--- src/rtl/mips_inst_encoder.sv ---
`timescale 1ns/1ps
// mips_inst_encoder: encodes field-level addu/addiu/sw requests into 32-bit MIPS words and writes them sequentially into instruction memory.
// Latency: 1 cycle from request acceptance to imem_we carrying the encoded word.
// Backpressure: one-entry output register; in_ready = !imem_we || imem_ready, so a stalled write blocks new requests.
module mips_inst_encoder #(
    parameter int ADDR_WIDTH = 8,
    parameter int BASE_ADDR  = 0
) (
    input  logic                  clk,
    input  logic                  rst_n,
    input  logic                  start,
    input  logic                  in_valid,
    output logic                  in_ready,
    input  logic [1:0]            in_op,
    input  logic [4:0]            in_rs,
    input  logic [4:0]            in_rt,
    input  logic [4:0]            in_rd,
    input  logic [15:0]           in_imm,
    input  logic                  in_last,
    output logic                  imem_we,
    input  logic                  imem_ready,
    output logic [ADDR_WIDTH-1:0] imem_addr,
    output logic [31:0]           imem_wdata,
    output logic                  busy,
    output logic                  done,
    output logic                  err,
    output logic [ADDR_WIDTH:0]   count
);

    typedef enum logic [1:0] {
        S_IDLE  = 2'd0,
        S_LOAD  = 2'd1,
        S_DRAIN = 2'd2,
        S_DONE  = 2'd3
    } state_t;

    localparam logic [ADDR_WIDTH-1:0] BASE = ADDR_WIDTH'(BASE_ADDR);

    state_t                r_state;
    state_t                w_state_nxt;
    logic                  r_we;
    logic [ADDR_WIDTH-1:0] r_addr;
    logic [31:0]           r_wdata;
    logic                  r_err;
    logic                  r_full;
    logic [ADDR_WIDTH:0]   r_count;

    logic                  w_in_ready;
    logic                  w_accept;
    logic                  w_complete;
    logic                  w_at_top;
    logic                  w_full_eff;
    logic                  w_op_ok;
    logic                  w_gen;
    logic                  w_drop;
    logic                  w_we_nxt;
    logic                  w_start;
    logic [31:0]           w_enc;

    assign w_accept   = in_valid && w_in_ready;
    assign w_complete = r_we && imem_ready;
    assign w_at_top   = (r_addr == {ADDR_WIDTH{1'b1}});
    // A write retiring into the last word fills memory in the same cycle, so
    // a request accepted alongside it must already be treated as overflow.
    assign w_full_eff = r_full || (w_complete && w_at_top);
    assign w_op_ok    = (in_op != 2'd3);
    assign w_gen      = w_accept && w_op_ok && !w_full_eff;
    assign w_drop     = w_accept && !(w_op_ok && !w_full_eff);
    // Output register is occupied next cycle if a new word enters or the current one is still stalled.
    assign w_we_nxt   = w_gen || (r_we && !imem_ready);
    assign w_start    = (r_state == S_IDLE) && start;

    // Field-to-word encoding for the ops the decode stage understands.
    always_comb begin
        w_enc = 32'd0;
        case (in_op)
            2'd0:    w_enc = {6'b000000, in_rs, in_rt, in_rd, 5'b00000, 6'b100001};
            2'd1:    w_enc = {6'b001001, in_rs, in_rt, in_imm};
            2'd2:    w_enc = {6'b101011, in_rs, in_rt, in_imm};
            default: w_enc = 32'd0;
        endcase
    end

    // State register.
    always_ff @(posedge clk or negedge rst_n) begin
        if (!rst_n) begin
            r_state <= S_IDLE;
        end else begin
            r_state <= w_state_nxt;
        end
    end

    // Next-state logic; a last request goes through DRAIN only if a write is still outstanding.
    always_comb begin
        w_state_nxt = r_state;
        case (r_state)
            S_IDLE:  if (start) w_state_nxt = S_LOAD;
            S_LOAD:  if (w_accept && in_last) w_state_nxt = w_we_nxt ? S_DRAIN : S_DONE;
            S_DRAIN: if (w_complete) w_state_nxt = S_DONE;
            S_DONE:  w_state_nxt = S_IDLE;
            default: w_state_nxt = S_IDLE;
        endcase
    end

    // State-decoded outputs.
    always_comb begin
        w_in_ready = 1'b0;
        busy       = 1'b0;
        done       = 1'b0;
        case (r_state)
            S_LOAD: begin
                w_in_ready = !r_we || imem_ready;
                busy       = 1'b1;
            end
            S_DRAIN: busy = 1'b1;
            S_DONE:  done = 1'b1;
            default: ;
        endcase
    end

    // Write register, address pointer, word count and sticky error.
    always_ff @(posedge clk or negedge rst_n) begin
        if (!rst_n) begin
            r_we    <= 1'b0;
            r_addr  <= BASE;
            r_wdata <= 32'd0;
            r_err   <= 1'b0;
            r_full  <= 1'b0;
            r_count <= '0;
        end else if (w_start) begin
            r_we    <= 1'b0;
            r_addr  <= BASE;
            r_err   <= 1'b0;
            r_full  <= 1'b0;
            r_count <= '0;
        end else begin
            r_we <= w_we_nxt;
            if (w_complete) begin
                r_count <= r_count + (ADDR_WIDTH+1)'(1);
                if (w_at_top) begin
                    r_full <= 1'b1;
                end else begin
                    r_addr <= r_addr + ADDR_WIDTH'(1);
                end
            end
            if (w_gen) begin
                r_wdata <= w_enc;
            end
            if (w_drop) begin
                r_err <= 1'b1;
            end
        end
    end

    assign in_ready   = w_in_ready;
    assign imem_we    = r_we;
    assign imem_addr  = r_addr;
    assign imem_wdata = r_wdata;
    assign err        = r_err;
    assign count      = r_count;

endmodule
--- config.mk ---
export PLATFORM = sky130hd
export DESIGN_NAME = mips_inst_encoder
export DESIGN_NICKNAME = d
export VERILOG_FILES = /design/src/rtl/mips_inst_encoder.sv
export SDC_FILE = /design/constraint.sdc
export NUM_CORES = 1
export LEC_CHECK = 0
export BUFFER_PORTS_ARGS = -buffer_cell sky130_fd_sc_hd__buf_2
export CORE_MARGIN = 5
export CORE_UTILIZATION = 29
export CTS_CLUSTER_DIAMETER = 60
export DETAILED_ROUTE_END_ITERATION = 10
export PLACE_DENSITY = 0.5
export SLEW_MARGIN = 20
export SYNTH_ARGS = -nofsm -noshare
export SYNTH_HDL_FRONTEND = slang
export SYNTH_SLANG_ARGS = --single-unit
--- constraint.sdc ---
create_clock -name clk -period 2.2 [get_ports clk]
set_clock_uncertainty 0.15 [all_clocks]
set_input_delay 0.33 -clock clk [delete_from_list [all_inputs] [get_ports clk]]
set_output_delay 0.33 -clock clk [all_outputs]
set_load 0.03 [all_outputs]
==> key figures <==
Logic synthesis
  – Distinct cells, synth: 40
  – Post-synth top area share: 48.9%
  – Share of synthesized registers carrying an async set or reset: 100%
  – Synth area leaders: dfrtp_1 (49%), mux2i_1 (8.6%), ha_1 (5.9%)
  – Number of flops mapped to enable cells by yosys: 0
  – Mapped Cells: 248
  – Post-Syn Area: 2560 um2
  – Synth area leader: dfrtp_1
  – Post-synthesis sequential area ratio: 48.9%
  – Top_reg_cell synth: dfrtp_1
  – Post-Syn Area per Cell: 10.3 um2
  – Ys Warns: 0
  – FF+latch count, synth: 50

CTS
  – TritonCTS clock tree: yes
  – H-tree depth: 2
  – Clk sinks: 50
  – CTS root buffer: clkbuf_8
  – Clk slew on worst S/H paths: 0.10 ns
  – Inserted Clock Buffers: 5
  – Clock Latency Late Sink: 0.31 ns
  – Max Root-Sink Buffers: 2

Power
  – PD cells: 1190 nW/um2
  – Max VDD drop: 0.752 mV
  – Static Leak: 1.89 nW

Global route
  – Vias in the first global route: 2149
  – All-layer global routing usage: 11.7%
  – First-pass GRT wire length: 10.7 mm
  – Largest net degree at the start of global routing: 51
  – Antenna violations before repair: 0
  – Global route total overflow: 0

Place
  – Pre-CTS WS: 0.0240 ns
  – IO buf count: 90
  – Dpl hpwl: 4.72 mm
  – RD Place Congestion: 0.743
  – Placed Cells: 452
  – Cell Area, Placed: 3230 um2

Critical path
  – Critical Path AT: 2.16 ns
  – Critical Path RT: 2.24 ns
  – RR Endpoint: imem_wdata[11]
  – CP Max Fanout: 12
  – Crit path kind: flop to flop
  – R2R cell count: 6
  – Setup slack, reg-to-reg: 0.08 ns
  – R2r startpoint: imem_addr[1]
  – Startpoint types: flop
  – Setup crit end kind: flop

STA
  – Worst Max-Slew Pin Slew: 0.665 ns
  – Final Hold Viols: 0
  – Tmin final: 2.12 ns
  – Tcrit/Tclk final: 96.5%
  – RSZ-0062 raised after global routing: false
  – Fin worst setup slack: 0.0759 ns
  – Slew margin rel.: 55.7%
  – Final setup fails: 0
  – Final Slew Violations: 0
  – Fmax: 0.471 GHz
  – Hold WS: 0.0949 ns

Routing
  – Initial DRC count: 80
  – DRT Pass-1 Iters: 4
  – Drt total wl: 6.15 mm
  – DR DRC count: 0
  – Vias/cell: 4.41
  – Vias: 2035
  – Remaining antenna violation count: 0
  – Routed length per instance: 13.3 um

Final layout
  – ANT cells: 0
  – Synth-to-layout area growth: 31.5%
  – Non-filler instance count after layout: 461
  – Layout Nets: 403
  – Final instance area: 3370 um2
  – Fraction of layout cells with a size suffix above 1: 37.1%

Hold path
  – Type of the most critical hold path: input port to flop
  – Hold Path Cell Cnt: 3
  – Endpoint, Worst Hold: imem_wdata[8]
  – Hold Path Origin: in_imm[8]

Floorplanning
  – I/O pin cnt: 93
  – DIE HEIGHT: 104 um
  – Core area: 8680 um2
  – Die area: 10800 um2
  – Cell row count: 34
  – Initial core utilization: 29.5%
  – Die Wd: 104 um

Job
  – Max-cap check violation count: 0

Run status
  – Status: completed
[power by group]
part | internal, mW | switching [mW]
clock network | 0.348 | 0.338
registers | 1.21 | 0.173
logic | 0.680 | 1.26
[critical path, stage by stage (launching register included)]
cell     delay (ns)
dfrtp_2        0.44
ha_4           0.16
and4_1         0.15
a311o_1        0.29
or3_1          0.33
buf_6          0.17
mux2_1         0.31
[layer usage]
metal  GRT usage [%]  part of all wire (%)
met5               0                     0
met4            1.67                     0
met3            3.79                   6.4
met2            18.4                    43
met1            16.1                    51
[flip-flops by register name, summed over array words and instances, names as in the netlist]
signal,flops
r_full,1
imem_wdata,28
count,9
r_state,2
err,1
imem_we,1
imem_addr,8
[layout make-up]
class                           count  area [um2]
Fill cell                         921        5310
Sequential cell                    50        1250
Tap cell                          108         135
Inverter                           26        97.6
Timing Repair Buffer              111         631
Multi-Input combinational cell    158        1130
Clock inverter                      3        47.5
Clock buffer                        5        68.8
[metrics by stage]
| step | TNS [ns] | util [%] | power [mW] |
|---|---|---|---|
| 6_report | 0 | 38.8 | 4.00 |
| 3_5_place_dp | 0 | 37.2 | 3.36 |
| 5_1_grt | 0 | 38.8 | 4.30 |
| 4_1_cts | 0 | 38.7 | 4.06 |
| 2_1_floorplan | -1.20 | - | 2.76 |
| 3_3_place_gp | 0 | 37.2 | 3.34 |
[cells by family (layout without fill, tap and decap cells)]
| kind of cell | after synthesis | after routing | synth area share, % |
|---|---|---|---|
| AO/OA/AOI/OAI | 26 | 26 | 7.23 |
| XOR/XNOR | 14 | 14 | 4.79 |
| adder cells (fa/ha/maj) | 12 | 12 | 5.86 |
| buffers and inverters | 41 | 145 | 7.53 |
| flip-flops | 50 | 50 | 48.9 |
| multiplexers | 29 | 29 | 11.7 |
| other | 1 | 2 | 0.146 |
| AND/OR/NAND/NOR | 75 | 75 | 13.9 |
[synthesized netlist by cell type, types with 2 or more instances]
cell type,number
nand3_1,4
or3_1,2
clkbuf_1,6
nand4_1,4
and2_1,4
buf_4,4
xnor2_1,7
nor2b_1,3
o21ai_0,4
buf_6,3
nor2_1,17
a22o_1,5
dfrtp_1,50
nand2_1,29
o211ai_1,2
nor4_1,3
and3_1,2
and4_1,2
ha_1,12
a31o_2,2
nor3_1,2
mux2i_1,22
xor2_1,7
inv_1,26
mux2_2,6
a21oi_1,6
[placed cells by master (no fill, tap or decap), types with 6 or more instances in the layout]
cell type  netlist  final
a21oi_1          6      6
buf_2            1     90
buf_4            4     17
dfrtp_1         50     48
ha_1            12     11
inv_1           26     26
mux2_2           6      6
mux2i_1         22     22
nand2_1         29     29
nor2_1          17     17
xnor2_1          7      7
xor2_1           7      7
[worst max path at each step]
stage / startpoint / endpoint / slack [ns]
5_1_grt: imem_addr[1] / imem_wdata[11] / 0.01
6_report: imem_addr[1] / imem_wdata[11] / 0.08
3_3_place_gp: imem_addr[1] / imem_wdata[19] / 0.07
3_5_place_dp: imem_addr[1] / imem_wdata[17] / 0.02
2_1_floorplan: imem_addr[0] / imem_wdata[11] / -0.09
4_1_cts: imem_addr[1] / imem_wdata[17] / 0.01
[what timing repair did]
action                                  in CTS  in global routing
endpoints found under the hold margin       17                  0
gates resized for setup                      0                  2
endpoints found under the setup margin       0                 11
hold buffers                                 1                  0
setup buffers                                0                  0
No activity file was read; power rests on OpenSTA's default activity.
